--- config.mk ---
export PLATFORM = sky130hd
export DESIGN_NAME = hazard_ctrl
export DESIGN_NICKNAME = d
export VERILOG_FILES = /design/src/rtl/hazard_ctrl_pkg.sv /design/src/rtl/hazard_ctrl_fwd_select.sv /design/src/rtl/hazard_ctrl.sv
export SDC_FILE = /design/constraint.sdc
export NUM_CORES = 1
export LEC_CHECK = 0
export BUFFER_PORTS_ARGS = -buffer_cell sky130_fd_sc_hd__buf_2
export CAP_MARGIN = 20
export CORE_MARGIN = 8
export CORE_UTILIZATION = 50
export DETAILED_ROUTE_END_ITERATION = 8
export PLACE_DENSITY = 0.91
export SYNTH_ARGS = -nofsm -noshare
export SYNTH_HDL_FRONTEND = slang
export SYNTH_SLANG_ARGS = --single-unit
--- constraint.sdc ---
create_clock -name Clk -period 3.61 [get_ports Clk]
set_input_delay 0.361 -clock Clk [delete_from_list [all_inputs] [get_ports Clk]]
set_output_delay 0.361 -clock Clk [all_outputs]
set_load 0.005 [all_outputs]
--- src/rtl/hazard_ctrl_pkg.sv ---
// hazard_ctrl_pkg
// Shared encodings for the pipeline hazard controller:
//   state_t : FSM state encoding (also driven out on the debug state port)
//   fwd_t   : operand forwarding select encoding
//   REG_PC  : register number of the PC, which is never forwarded or stalled on
package hazard_ctrl_pkg;

  typedef enum logic [1:0] {
    ST_HOLD     = 2'b00,
    ST_RUN      = 2'b01,
    ST_MEM_WAIT = 2'b10,
    ST_UNUSED   = 2'b11
  } state_t;

  typedef enum logic [1:0] {
    FWD_RF  = 2'b00,
    FWD_EX  = 2'b01,
    FWD_MEM = 2'b10,
    FWD_WB  = 2'b11
  } fwd_t;

  localparam logic [3:0] REG_PC = 4'd15;

endpackage

--- src/rtl/hazard_ctrl_fwd_select.sv ---
// fwd_select
// Forwarding select for one ID-stage source operand. The youngest producer
// wins: EX, then MEM, then WB, otherwise the register file value is used.
// Ports:
//   src        : source register number
//   src_used   : source is actually read by the ID instruction
//   ex_rd      : EX destination,  ex_fwd_en  : EX result is forwardable (ALU write)
//   mem_rd     : MEM destination, mem_fwd_en : MEM stage writes the register file
//   wb_rd      : WB destination,  wb_fwd_en  : WB stage writes the register file
//   sel        : 2-bit select (FWD_RF / FWD_EX / FWD_MEM / FWD_WB)
module fwd_select
  import hazard_ctrl_pkg::*;
(
  input  logic [3:0] src,
  input  logic       src_used,
  input  logic [3:0] ex_rd,
  input  logic       ex_fwd_en,
  input  logic [3:0] mem_rd,
  input  logic       mem_fwd_en,
  input  logic [3:0] wb_rd,
  input  logic       wb_fwd_en,
  output logic [1:0] sel
);

  // R15 reads the PC path, so it never takes a forwarded value.
  always_comb begin
    sel = FWD_RF;
    if (src_used && (src != REG_PC)) begin
      if (ex_fwd_en && (ex_rd == src)) begin
        sel = FWD_EX;
      end else if (mem_fwd_en && (mem_rd == src)) begin
        sel = FWD_MEM;
      end else if (wb_fwd_en && (wb_rd == src)) begin
        sel = FWD_WB;
      end
    end
  end

endmodule

--- src/rtl/hazard_ctrl.sv ---
// hazard_ctrl
// Pipeline sequencing and hazard controller for the 5-stage pipeline.
// Holds the pipe for a startup period after reset, inserts load-use bubbles,
// flushes IF_ID on taken branches, freezes the pipe while data memory waits,
// and produces operand forwarding selects for the ID stage.
// Optional feature macro: HAZARD_PERF_EN (adds saturating performance counters;
// when undefined the counter ports are tied to zero).
// Ports:
//   Clk, Reset                       : clock, synchronous active-high reset
//   id_rn/id_rm/id_rd, id_use_*      : ID source registers and their read flags
//   ex_rd/mem_rd/wb_rd, *_rf_e       : stage destinations and RF write enables
//   ex_mem_e                         : EX instruction is a load
//   branch_taken                     : ID branch resolved taken
//   mem_ready                        : data memory done (0 = wait)
//   pc_enable, if_id_enable          : fetch-side load enables
//   ctrl_nop                         : bubble into ID_EX
//   if_id_flush                      : IF_ID loads a NOP on the next edge
//   pipe_hold                        : freeze ID_EX, EX_MEM, MEM_WB
//   fwd_a/fwd_b/fwd_c                : Rn/Rm/Rd forwarding selects
//   mem_timeout                      : sticky memory-wait timeout flag
//   state                            : FSM state (debug)
//   stall_count/flush_count/wait_count : performance counters
module hazard_ctrl
  import hazard_ctrl_pkg::*;
#(
  parameter int unsigned STARTUP_CYCLES = 2,
  parameter int unsigned MEM_TIMEOUT    = 15
) (
  input  logic        Clk,
  input  logic        Reset,
  input  logic [3:0]  id_rn,
  input  logic [3:0]  id_rm,
  input  logic [3:0]  id_rd,
  input  logic        id_use_rn,
  input  logic        id_use_rm,
  input  logic        id_use_rd,
  input  logic [3:0]  ex_rd,
  input  logic [3:0]  mem_rd,
  input  logic [3:0]  wb_rd,
  input  logic        ex_rf_e,
  input  logic        mem_rf_e,
  input  logic        wb_rf_e,
  input  logic        ex_mem_e,
  input  logic        branch_taken,
  input  logic        mem_ready,
  output logic        pc_enable,
  output logic        if_id_enable,
  output logic        ctrl_nop,
  output logic        if_id_flush,
  output logic        pipe_hold,
  output logic [1:0]  fwd_a,
  output logic [1:0]  fwd_b,
  output logic [1:0]  fwd_c,
  output logic        mem_timeout,
  output logic [1:0]  state,
  output logic [15:0] stall_count,
  output logic [15:0] flush_count,
  output logic [15:0] wait_count
);

  localparam logic [3:0] STARTUP_INIT = 4'(STARTUP_CYCLES);
  localparam logic [7:0] TIMEOUT_VAL  = 8'(MEM_TIMEOUT);

  state_t     state_q, state_d;
  logic [3:0] cnt_q, cnt_d;
  logic [7:0] wait_cnt_q, wait_cnt_d;
  logic       timeout_q, timeout_d;

  logic       load_use;
  logic       fwd_active;
  logic       stall_evt;
  logic [1:0] raw_a, raw_b, raw_c;

  // A load in EX whose destination is read in ID cannot be forwarded yet;
  // one bubble lets it reach MEM where the value becomes forwardable.
  always_comb begin
    load_use = ex_mem_e && ex_rf_e && (ex_rd != REG_PC) &&
               ((id_use_rn && (id_rn == ex_rd)) ||
                (id_use_rm && (id_rm == ex_rd)) ||
                (id_use_rd && (id_rd == ex_rd)));
  end

  // Next-state and pipeline control. RUN and MEM_WAIT share one path: a
  // not-ready memory freezes the pipe, otherwise the normal hazard priority
  // (load-use, then branch flush, then free run) applies in the same cycle.
  always_comb begin
    state_d      = state_q;
    cnt_d        = cnt_q;
    wait_cnt_d   = wait_cnt_q;
    timeout_d    = timeout_q;
    pc_enable    = 1'b0;
    if_id_enable = 1'b0;
    ctrl_nop     = 1'b1;
    if_id_flush  = 1'b0;
    pipe_hold    = 1'b0;
    fwd_active   = 1'b0;
    stall_evt    = 1'b0;

    if (Reset) begin
      state_d    = ST_HOLD;
      cnt_d      = STARTUP_INIT;
      wait_cnt_d = '0;
      timeout_d  = 1'b0;
    end else begin
      unique case (state_q)
        ST_HOLD: begin
          // The count includes the current cycle, so the last hold cycle
          // is the one that sees a count of one (or zero).
          if (cnt_q <= 4'd1) begin
            state_d = ST_RUN;
            cnt_d   = '0;
          end else begin
            cnt_d = cnt_q - 4'd1;
          end
        end

        ST_RUN, ST_MEM_WAIT: begin
          fwd_active = 1'b1;
          if (!mem_ready) begin
            pipe_hold = 1'b1;
            ctrl_nop  = 1'b0;
            state_d   = ST_MEM_WAIT;
            if (state_q == ST_RUN) begin
              wait_cnt_d = 8'd1;
            end else if (wait_cnt_q != 8'hFF) begin
              wait_cnt_d = wait_cnt_q + 8'd1;
            end
            if (wait_cnt_d == TIMEOUT_VAL) begin
              timeout_d = 1'b1;
            end
          end else begin
            state_d    = ST_RUN;
            wait_cnt_d = '0;
            if (load_use) begin
              stall_evt = 1'b1;
            end else begin
              pc_enable    = 1'b1;
              if_id_enable = 1'b1;
              ctrl_nop     = 1'b0;
              if_id_flush  = branch_taken;
            end
          end
        end

        default: begin
          state_d = ST_HOLD;
        end
      endcase
    end
  end

  // State register; Reset is folded into the next-state logic above.
  always_ff @(posedge Clk) begin
    state_q    <= state_d;
    cnt_q      <= cnt_d;
    wait_cnt_q <= wait_cnt_d;
    timeout_q  <= timeout_d;
  end

  assign state       = state_q;
  assign mem_timeout = timeout_q;

  // A load in EX has no data yet, so only ALU results forward from EX.
  fwd_select u_fwd_a (
    .src(id_rn), .src_used(id_use_rn),
    .ex_rd(ex_rd), .ex_fwd_en(ex_rf_e && !ex_mem_e),
    .mem_rd(mem_rd), .mem_fwd_en(mem_rf_e),
    .wb_rd(wb_rd), .wb_fwd_en(wb_rf_e),
    .sel(raw_a)
  );

  fwd_select u_fwd_b (
    .src(id_rm), .src_used(id_use_rm),
    .ex_rd(ex_rd), .ex_fwd_en(ex_rf_e && !ex_mem_e),
    .mem_rd(mem_rd), .mem_fwd_en(mem_rf_e),
    .wb_rd(wb_rd), .wb_fwd_en(wb_rf_e),
    .sel(raw_b)
  );

  fwd_select u_fwd_c (
    .src(id_rd), .src_used(id_use_rd),
    .ex_rd(ex_rd), .ex_fwd_en(ex_rf_e && !ex_mem_e),
    .mem_rd(mem_rd), .mem_fwd_en(mem_rf_e),
    .wb_rd(wb_rd), .wb_fwd_en(wb_rf_e),
    .sel(raw_c)
  );

  // Forwarding is live in RUN and MEM_WAIT regardless of pipe_hold.
  assign fwd_a = fwd_active ? raw_a : FWD_RF;
  assign fwd_b = fwd_active ? raw_b : FWD_RF;
  assign fwd_c = fwd_active ? raw_c : FWD_RF;

`ifdef HAZARD_PERF_EN
  // Saturating event counters: bubbles, flush cycles and memory-wait cycles.
  always_ff @(posedge Clk) begin
    if (Reset) begin
      stall_count <= '0;
      flush_count <= '0;
      wait_count  <= '0;
    end else begin
      if (stall_evt && (stall_count != 16'hFFFF)) begin
        stall_count <= stall_count + 16'd1;
      end
      if (if_id_flush && (flush_count != 16'hFFFF)) begin
        flush_count <= flush_count + 16'd1;
      end
      if ((state_q == ST_MEM_WAIT) && (wait_count != 16'hFFFF)) begin
        wait_count <= wait_count + 16'd1;
      end
    end
  end
`else
  logic unused_perf;
  assign unused_perf = stall_evt;
  assign stall_count = '0;
  assign flush_count = '0;
  assign wait_count  = '0;
`endif

endmodule

==> results of run 1 <==
worst register-to-register path, stage by stage (launching register included):
cell and delay [ns]:
sky130_fd_sc_hd__dfxtp_1 0.40, sky130_fd_sc_hd__inv_1 0.06, sky130_fd_sc_hd__ha_1 0.45, sky130_fd_sc_hd__inv_1 0.19, sky130_fd_sc_hd__or4b_2 0.69, sky130_fd_sc_hd__a21oi_1 0.16
cells by family (layout without fill, tap and decap cells):
group,count (synthesis),after routing,synth area share
xor gates and xnor gates,37,37,0.1713
buffers and inverters,65,62,0.2427
and+or+nand+nor,90,90,0.2626
adders and majority gates,6,6,0.03968
DFF,15,15,0.1587
AOI/OAI and AO/OA,28,28,0.1012
other,1,48,0.001982
muxes,4,4,0.02183
final cells by class:
class	instances	area, sq um	area share
timing repair buffer	48	240.2	0.1205
tap	48	60.06	0.03013
multi-input combinational	213	1309	0.6566
inverter	10	37.54	0.01883
clock inverter	1	5.005	0.002511
clock buffer	3	41.29	0.02072
sequential	15	300.3	0.1507
synth_stat cells, types with 2 or more instances:
master                      n  area share
sky130_fd_sc_hd__a21oi_1   11       0.029
sky130_fd_sc_hd__a31oi_1    3      0.0099
sky130_fd_sc_hd__buf_4     51        0.20
sky130_fd_sc_hd__buf_6      3       0.018
sky130_fd_sc_hd__dfxtp_1   15        0.16
sky130_fd_sc_hd__ha_1       6       0.040
sky130_fd_sc_hd__inv_1     10       0.020
sky130_fd_sc_hd__mux2i_1    3       0.016
sky130_fd_sc_hd__nand2_1   14       0.028
sky130_fd_sc_hd__nand2b_1   3      0.0099
sky130_fd_sc_hd__nand3_1    9       0.024
sky130_fd_sc_hd__nand4_1    7       0.023
sky130_fd_sc_hd__nor2_1    19       0.038
sky130_fd_sc_hd__nor2b_1    4       0.013
sky130_fd_sc_hd__nor3_1    14       0.037
sky130_fd_sc_hd__nor3b_1    2      0.0079
sky130_fd_sc_hd__nor4_1     6       0.020
sky130_fd_sc_hd__or3_1      2      0.0066
sky130_fd_sc_hd__xnor2_1   19       0.088
sky130_fd_sc_hd__xor2_1    18       0.083
registers in the layout (all words and copies together) (netlist names):
name / flops
cnt_q: 4
mem_timeout: 1
state: 2
wait_cnt_q: 8
routing by layer:
layer | wire [microns] | vias to the layer above
li1 | - | 837
met1 | 1616 | 776
met2 | 2437 | 96
met3 | 564 | 11
met4 | 104 | 0
met5 | 0 | -
where the power goes:
part / internal, mW / switching (mW)
registers: 0.194 / 0.0254
logic: 0.138 / 0.203
clock network: 0.0767 / 0.0642
worst paths after layout:
check                start  endpoint  slack, ns  cells after the start
setup / recovery  state[0]  fwd_b[1]       1.08                      7
hold / removal       Reset  cnt_q[0]       0.47                      2
setup reg to reg  state[0]  state[0]       1.59                      5
hold reg to reg   cnt_q[2]  cnt_q[2]       0.50                      2
==> reports/summary.json, run 1 <==
{
  "outcome": {"value": "finished, final reports clean"},
  "worst_margin_slew": {"value": 0.5519, "unit": "ns"},
  "timing.setup.tns": {"value": 0, "unit": "ns"},
  "clk_path_buf_depth": {"value": 2},
  "dr_total_vias": {"value": 1720},
  "finalWirelength": {"value": 4723, "unit": "microns"},
  "finalWorstPathRequiredPeriod": {"value": 2.529, "unit": "ns"},
  "fmaxAchievable": {"value": 395.5, "unit": "MHz"},
  "timing.slew.headroom": {"value": 0.6287},
  "row_count": {"value": 22},
  "num_io_pins": {"value": 97},
  "crit_path_max_incr_delay": {"value": 0.45, "unit": "ns"},
  "maxCapViolations": {"value": 0},
  "filler_cell_count": {"value": 364},
  "vertical_die_dimension": {"value": 77.51, "unit": "microns"},
  "setup_ws": {"value": 1.081, "unit": "ns"},
  "stdcell_count": {"value": 338},
  "globalRouteOverflowTotal": {"value": 0},
  "path_common_cell": {"value": "sky130_fd_sc_hd__inv_1"},
  "antenna_found_initial": {"value": 0},
  "finalHoldWorstSlack": {"value": 0.4733, "unit": "ns"},
  "first_global_vias": {"value": 1711},
  "gr-usage-all-layers": {"value": 0.1509},
  "min_path_type": {"value": "in -> reg"},
  "p_per_area": {"value": 351.6, "unit": "nW/um^2"},
  "crit_path_cell_trace": {"value": "inv_1, ha_1, inv_1, nor2_1, nand3_1, nor3_1, buf_2"},
  "postSynthCellCount": {"value": 246},
  "htreeDepth": {"value": 1},
  "startpoint_type": {"value": "flop"},
  "start_util": {"value": 0.5167},
  "avgSynthCellArea": {"value": 7.690, "unit": "sq um"},
  "max-vdd-ir-drop": {"value": 0.0003608, "unit": "V"},
  "global_route.peak_usage_layer": {"value": "met2"},
  "fraction_of_registers_with_async_set_or_reset_after_synthesis": {"value": 0},
  "rsz0062_at_grt": {"value": "no"},
  "end_kind": {"value": "primary output"},
  "cts_setup_buffers": {"value": 0},
  "hold_viol_final": {"value": 0},
  "cts_buffers": {"value": 3},
  "synth-seq-cells": {"value": 15},
  "pin_count_of_the_biggest_net_entering_global_routing": {"value": 17},
  "syn_to_final_growth": {"value": 5.357, "unit": "%"},
  "cts_resized": {"value": 0},
  "finish.net_count": {"value": 332},
  "detail_route.vias_per_cell": {"value": 5.089},
  "p_leak": {"value": 0.8921, "unit": "nW"},
  "synth-seq-area-share": {"value": 0.1587},
  "floorplan.die_area": {"value": 6008, "unit": "sq um"},
  "number_of_diodes": {"value": 0},
  "post-route-util": {"value": 0.5444},
  "groute.layer.met2.usage": {"value": 0.2839},
  "synth_cell_type_count": {"value": 47},
  "place_congestion": {"value": 0.9208},
  "die-width": {"value": 77.51, "unit": "microns"},
  "critPathBufInv": {"value": 3},
  "insertion_delay": {"value": 0.26, "unit": "ns"},
  "worst_path_dominant_cell_family": {"value": "simple AND/OR/NAND/NOR gates"},
  "critPathKind": {"value": "reg -> out"},
  "final_cell_mix": {"value": "sky130_fd_sc_hd__conb_1, sky130_fd_sc_hd__buf_2, sky130_fd_sc_hd__nor2_1, sky130_fd_sc_hd__xnor2_1, sky130_fd_sc_hd__xor2_1"},
  "post-route-drc-count": {"value": 0},
  "cts_hold_buf": {"value": 0},
  "postPlaceCellArea": {"value": 1947, "unit": "sq um"},
  "final_count_of_negative_setup_slack_endpoints": {"value": 0},
  "synth_enable_flop_cells": {"value": 0},
  "clock_pin_slew_on_the_worst_setup_and_hold_paths": {"value": 0.06, "unit": "ns"},
  "design_power_total": {"value": 0.7007, "unit": "mW"},
  "place.detailed.hpwl": {"value": 4012, "unit": "microns"},
  "final.setup_skew": {"value": 0.001372, "unit": "ns"},
  "core": {"value": 3661, "unit": "sq um"},
  "max_stage_delay_cell_worst_path": {"value": "sky130_fd_sc_hd__ha_1"},
  "grt_pass1_wl": {"value": 7783, "unit": "microns"},
  "clock_sink_count": {"value": 15},
  "wl_per_cell": {"value": 13.97, "unit": "microns"},
  "worstPathMaxFanout": {"value": 10},
  "groute.layer.met1.usage": {"value": 0.1438},
  "firstDrtPassIters": {"value": 4},
  "drt-initial-drc-count": {"value": 79},
  "post_route_cells_drive_above_1_share": {"value": 0.2069},
  "worst_ep_arrival_time": {"value": 2.17, "unit": "ns"},
  "tritoncts": {"value": "done"},
  "yosys_warnings": {"value": 0},
  "grt_util_met3": {"value": 0.06106},
  "pre_cts_ws": {"value": 1.402, "unit": "ns"},
  "remaining_antenna_violation_count_after_routing": {"value": 0},
  "final_min_period_over_clock_period": {"value": 0.7005},
  "buffer_ports.inserted": {"value": 48},
  "clk_root_buffer_cell": {"value": "sky130_fd_sc_hd__clkbuf_8"},
  "slew_violations": {"value": 0},
  "required": {"value": 3.25, "unit": "ns"},
  "synth_ff_type": {"value": "sky130_fd_sc_hd__dfxtp_1"},
  "syn_area": {"value": 1892, "unit": "sq um"},
  "post-place-cells": {"value": 334},
  "final_design_area_no_fill": {"value": 1993, "unit": "sq um"}
}
Power figures use the tool's default switching activity.
==> inputs of run 2 (changes only) <==
--- a/config.mk
+++ b/config.mk
@@ -8,9 +8,9 @@
 export BUFFER_PORTS_ARGS = -buffer_cell sky130_fd_sc_hd__buf_2
 export CAP_MARGIN = 20
 export CORE_MARGIN = 8
-export CORE_UTILIZATION = 50
+export CORE_UTILIZATION = 46
 export DETAILED_ROUTE_END_ITERATION = 8
-export PLACE_DENSITY = 0.91
+export PLACE_DENSITY = 0.85
 export SYNTH_ARGS = -nofsm -noshare
 export SYNTH_HDL_FRONTEND = slang
 export SYNTH_SLANG_ARGS = --single-unit
==> constraint.sdc (replaced) <==
create_clock -name Clk -period 2.43 [get_ports Clk]
set_input_delay 0.243 -clock Clk [delete_from_list [all_inputs] [get_ports Clk]]
set_output_delay 0.243 -clock Clk [all_outputs]
set_load 0.005 [all_outputs]
==> run 2 against run 1 <==
First-iteration DRC count grew 8.9%. Core utilization shrank 3.8 points. Non-clock buffer count is the same. Sequential power grew 48%. Worst hold slack lost 0.11 ns. Critical path type unchanged.
==> reports/summary.json, run 2 (synthesis results as in run 1) <==
{
  "antenna_found_initial": {"value": 0},
  "die-width": {"value": 80.13, "unit": "microns"},
  "timing.slew.headroom": {"value": 0.6534},
  "gr-usage-all-layers": {"value": 0.1410},
  "remaining_antenna_violation_count_after_routing": {"value": 0},
  "row_count": {"value": 23},
  "clk_path_buf_depth": {"value": 2},
  "p_leak": {"value": 0.8916, "unit": "nW"},
  "wl_per_cell": {"value": 14.36, "unit": "microns"},
  "worstPathMaxFanout": {"value": 10},
  "clk_root_buffer_cell": {"value": "sky130_fd_sc_hd__clkbuf_8"},
  "start_util": {"value": 0.4764},
  "final.setup_skew": {"value": 0.0008207, "unit": "ns"},
  "finalWirelength": {"value": 4883, "unit": "microns"},
  "first_global_vias": {"value": 1650},
  "htreeDepth": {"value": 1},
  "detail_route.vias_per_cell": {"value": 4.985},
  "buffer_ports.inserted": {"value": 48},
  "filler_cell_count": {"value": 406},
  "place.detailed.hpwl": {"value": 4073, "unit": "microns"},
  "final_design_area_no_fill": {"value": 2011, "unit": "sq um"},
  "critPathKind": {"value": "reg -> out"},
  "finish.net_count": {"value": 332},
  "cts_hold_buf": {"value": 0},
  "clock_sink_count": {"value": 15},
  "finalWorstPathRequiredPeriod": {"value": 2.188, "unit": "ns"},
  "place_congestion": {"value": 0.9113},
  "cts_setup_buffers": {"value": 0},
  "hold_viol_final": {"value": 0},
  "floorplan.die_area": {"value": 6421, "unit": "sq um"},
  "post_route_cells_drive_above_1_share": {"value": 0.2172},
  "firstDrtPassIters": {"value": 5},
  "fmaxAchievable": {"value": 457.1, "unit": "MHz"},
  "max-vdd-ir-drop": {"value": 0.0005754, "unit": "V"},
  "timing.setup.tns": {"value": 0, "unit": "ns"},
  "end_kind": {"value": "primary output"},
  "core": {"value": 3971, "unit": "sq um"},
  "final_cell_mix": {"value": "sky130_fd_sc_hd__conb_1, sky130_fd_sc_hd__buf_2, sky130_fd_sc_hd__xnor2_1"},
  "syn_to_final_growth": {"value": 6.283, "unit": "%"},
  "clock_pin_slew_on_the_worst_setup_and_hold_paths": {"value": 0.06, "unit": "ns"},
  "tritoncts": {"value": "done"},
  "final_min_period_over_clock_period": {"value": 0.9003},
  "required": {"value": 2.19, "unit": "ns"},
  "worst_margin_slew": {"value": 0.5151, "unit": "ns"},
  "top_register": {"value": "wait_cnt_q"},
  "grt_pass1_wl": {"value": 7479, "unit": "microns"},
  "number_of_diodes": {"value": 0},
  "worst_ep_arrival_time": {"value": 1.94, "unit": "ns"},
  "cts_buffers": {"value": 3},
  "globalRouteOverflowTotal": {"value": 0},
  "insertion_delay": {"value": 0.25, "unit": "ns"},
  "vertical_die_dimension": {"value": 80.13, "unit": "microns"},
  "pin_count_of_the_biggest_net_entering_global_routing": {"value": 17},
  "post-route-drc-count": {"value": 0},
  "rsz0062_at_grt": {"value": "no"},
  "startpoint_type": {"value": "flop"},
  "p_per_area": {"value": 526.9, "unit": "nW/um^2"},
  "slew_violations": {"value": 0},
  "num_io_pins": {"value": 97},
  "drt-initial-drc-count": {"value": 86},
  "outcome": {"value": "finished, final reports clean"},
  "largest_reg_flops": {"value": 8},
  "min_path_type": {"value": "in -> reg"},
  "dr_total_vias": {"value": 1695},
  "maxCapViolations": {"value": 0},
  "final_count_of_negative_setup_slack_endpoints": {"value": 0},
  "postPlaceCellArea": {"value": 1949, "unit": "sq um"}
}
[run 2: final timing paths]
| kind | startpoint | endpoint | slack (ns) | cells past startpoint |
|---|---|---|---|---|
| worst min register to register | mem_timeout | mem_timeout | 0.49 | 1 |
| worst max-delay path | state[0] | fwd_c[1] | 0.24 | 7 |
| worst min-delay path | Reset | cnt_q[3] | 0.36 | 2 |
| worst max register to register | state[0] | state[0] | 0.48 | 5 |
[run 2: final cells by class]
type                    count  area [sq um]  share of cell area
clock buffers               3         41.29             0.02054
clock inverters             1         5.005            0.002489
inverters                  10         37.54             0.01867
multi-input cells         213          1324              0.6584
flip-flops and latches     15         300.3              0.1493
well taps                  50         62.56             0.03111
repair buffers             48         240.2              0.1195
[run 2: worst max-delay path, stage by stage, from the launching register on]
cell,delay [ns]
sky130_fd_sc_hd__dfxtp_1,0.40
sky130_fd_sc_hd__inv_1,0.07
sky130_fd_sc_hd__ha_2,0.42
sky130_fd_sc_hd__inv_1,0.17
sky130_fd_sc_hd__nor2_4,0.18
sky130_fd_sc_hd__nand3_1,0.13
sky130_fd_sc_hd__nor3_2,0.18
sky130_fd_sc_hd__buf_2,0.13
[run 2: what timing repair did]
item                                    4_1_cts  5_1_grt
gates cloned                                  0        0
endpoints found under the setup margin        1        3
gates resized for setup                       1        3
[run 2: per-layer routing]
metal / GRT usage / wire length (microns)
met1: 0.1411 / 1733
met2: 0.2676 / 2481
met3: 0.04464 / 605
met4: 0.04364 / 63
met5: 0 / 0
[run 2: report_power, final]
group / total, mW / internal (mW) / leakage [nW] / switching (mW)
clock network: 0.211 / 0.114 / 0.0255 / 0.0971
registers: 0.325 / 0.288 / 0.122 / 0.0374
logic: 0.523 / 0.214 / 0.744 / 0.309
total: 1.06 / 0.616 / 0.892 / 0.444
[run 2: stage by stage]
stage	hold slack, ns	power, mW	cells	utilization	worst slack [ns]
global route	0.3694	1.133	340	0.5063	0.08563
detailed placement	0.4798	0.8310	336	0.4909	0.2640
finish	0.3611	1.059	340	0.5063	0.2423
global placement	0.4654	0.8088	336	0.4909	0.3789
floorplan	0.4532	0.7585	293	-	0.6706
CTS	0.3509	1.050	340	0.5032	0.04544
==> inputs of run 3 (changes only) <==
==> constraint.sdc (replaced) <==
create_clock -name Clk -period 2.43 [get_ports Clk]
set_input_delay 0 -clock Clk [delete_from_list [all_inputs] [get_ports Clk]]
set_output_delay 0 -clock Clk [all_outputs]
set_load 0.005 [all_outputs]
==> run 3 against run 2 <==
Sequential cell count did not move. Critical path type unchanged. Global-route usage fell by 1.0 points. Clock power fell by 2%. Clock-buffer cell count did not move. Non-clock buffer count did not move. Final cell count did not move. Largest cell class unchanged. Register-to-register slack got worse by 0.05 ns.
==> reports/summary.json, run 3 (synthesis results as in run 1) <==
{
  "outcome": {"value": "finished, final reports clean"},
  "die-width": {"value": 80.13, "unit": "microns"},
  "finalWirelength": {"value": 4684, "unit": "microns"},
  "pin_count_of_the_biggest_net_entering_global_routing": {"value": 17},
  "timing.setup.tns": {"value": 0, "unit": "ns"},
  "num_io_pins": {"value": 97},
  "share_clk_of_total_power": {"value": 0.200},
  "start_util": {"value": 0.4764},
  "number_of_diodes": {"value": 0},
  "largest_reg_flops": {"value": 8},
  "first_global_vias": {"value": 1534},
  "min_path_type": {"value": "in -> reg"},
  "buffer_ports.inserted": {"value": 48},
  "gr-usage-all-layers": {"value": 0.1308},
  "final_count_of_negative_setup_slack_endpoints": {"value": 0},
  "post_route_cells_drive_above_1_share": {"value": 0.2069},
  "seq_power_share": {"value": 0.315},
  "cts_setup_buffers": {"value": 0},
  "critPathKind": {"value": "reg -> out"},
  "pre_cts_ws": {"value": 0.4666, "unit": "ns"},
  "startpoint_type": {"value": "flop"},
  "worst_ep_arrival_time": {"value": 2.12, "unit": "ns"},
  "detail_route.vias_per_cell": {"value": 5.050},
  "finalWorstPathRequiredPeriod": {"value": 2.118, "unit": "ns"},
  "floorplan.die_area": {"value": 6421, "unit": "sq um"},
  "place.detailed.hpwl": {"value": 3960, "unit": "microns"},
  "post-route-drc-count": {"value": 0},
  "layout.area.seq": {"value": 300.3, "unit": "sq um"},
  "multi_input_area": {"value": 1309, "unit": "sq um"},
  "antenna_found_initial": {"value": 0},
  "design_power_total": {"value": 1.034, "unit": "mW"},
  "dr_total_vias": {"value": 1717},
  "final.setup_skew": {"value": 0.0005462, "unit": "ns"},
  "switching_share": {"value": 0.4123},
  "worstPathMaxFanout": {"value": 10},
  "vertical_die_dimension": {"value": 80.13, "unit": "microns"},
  "htreeDepth": {"value": 1},
  "required": {"value": 2.43, "unit": "ns"},
  "maxCapViolations": {"value": 0},
  "clk_path_buf_depth": {"value": 2},
  "tritoncts": {"value": "done"},
  "drt-initial-drc-count": {"value": 75},
  "rsz0062_at_grt": {"value": "no"},
  "end_kind": {"value": "primary output"},
  "syn_to_final_growth": {"value": 5.489, "unit": "%"},
  "cell_internal_pwr": {"value": 0.6076, "unit": "mW"},
  "max-vdd-ir-drop": {"value": 0.0005560, "unit": "V"},
  "p_per_area": {"value": 518.1, "unit": "nW/um^2"},
  "clock_pin_slew_on_the_worst_setup_and_hold_paths": {"value": 0.06, "unit": "ns"},
  "finish.net_count": {"value": 332},
  "p_leak": {"value": 0.8921, "unit": "nW"},
  "row_count": {"value": 23},
  "share_comb_of_total_power": {"value": 0.485},
  "hold_viol_final": {"value": 0},
  "insertion_delay": {"value": 0.25, "unit": "ns"},
  "cts_resized": {"value": 0},
  "filler_cell_count": {"value": 398},
  "slew_violations": {"value": 0},
  "core": {"value": 3971, "unit": "sq um"},
  "post-place-cells": {"value": 336},
  "cts_buffers": {"value": 3},
  "cts_hold_buf": {"value": 0},
  "setup_ws": {"value": 0.3116, "unit": "ns"},
  "globalRouteOverflowTotal": {"value": 0},
  "net_switching_power_figure": {"value": 0.4263, "unit": "mW"},
  "remaining_antenna_violation_count_after_routing": {"value": 0},
  "firstDrtPassIters": {"value": 4},
  "wl_per_cell": {"value": 13.78, "unit": "microns"},
  "clk_root_buffer_cell": {"value": "sky130_fd_sc_hd__clkbuf_8"},
  "final_cell_mix": {"value": "sky130_fd_sc_hd__conb_1, sky130_fd_sc_hd__buf_2, sky130_fd_sc_hd__nor2_1, sky130_fd_sc_hd__xnor2_1, sky130_fd_sc_hd__xor2_1"},
  "fmaxAchievable": {"value": 472.1, "unit": "MHz"},
  "top_register": {"value": "wait_cnt_q"},
  "finalHoldWorstSlack": {"value": 0.1045, "unit": "ns"},
  "stdcell_count": {"value": 340},
  "final_min_period_over_clock_period": {"value": 0.8718},
  "place_congestion": {"value": 0.9314},
  "grt_pass1_wl": {"value": 7051, "unit": "microns"},
  "clock_sink_count": {"value": 15}
}
run 3: critical path, cell delays in order, from the launching register on:
cell	delay, ns
sky130_fd_sc_hd__dfxtp_1	0.40
sky130_fd_sc_hd__inv_1	0.07
sky130_fd_sc_hd__ha_1	0.46
sky130_fd_sc_hd__inv_1	0.18
sky130_fd_sc_hd__nor2_1	0.28
sky130_fd_sc_hd__nand3_1	0.15
sky130_fd_sc_hd__nor3_1	0.19
sky130_fd_sc_hd__buf_2	0.14
run 3: area by class of cell:
type / instances / area share
well taps: 50 / 0.03135
flip-flops and latches: 15 / 0.1505
inverters: 10 / 0.01881
repair buffers: 48 / 0.1204
clock inverters: 1 / 0.002508
multi-input cells: 213 / 0.6558
clock buffers: 3 / 0.02069
run 3: metrics by stage:
step	cell area (sq um)	util
6_report	1996	0.5025
3_3_place_gp	1949	0.4909
4_1_cts	1996	0.5025
3_5_place_dp	1949	0.4909
2_1_floorplan	2068	-
5_1_grt	1996	0.5025
run 3: power by group through the flow:
stage / Combinational [mW] / Clock (mW) / Sequential, mW
detailed placement: 0.495 / 0 / 0.330
global placement: 0.481 / 0 / 0.327
finish: 0.501 / 0.207 / 0.326
floorplan: 0.435 / 0 / 0.323
global route: 0.562 / 0.219 / 0.334
CTS: 0.498 / 0.213 / 0.325
run 3: path summary, 6_finish.rpt:
path	startpoint	slack, ns	endpoint	cells after the start
worst max-delay path	state[0]	0.31	fwd_b[1]	7
worst min register to register	mem_timeout	0.50	mem_timeout	1
worst min-delay path	Reset	0.10	wait_cnt_q[7]	2
worst max register to register	state[0]	0.43	state[0]	5
run 3: metal layers:
metal,GRT usage,part of all wire,routed length [microns],up-vias
met1,0.1434,0.36,1703,782
met2,0.2377,0.49,2306,92
met5,0,0,0,-
met4,0.04545,0.012,54,0
li1,-,-,-,837
met3,0.03125,0.13,620,6
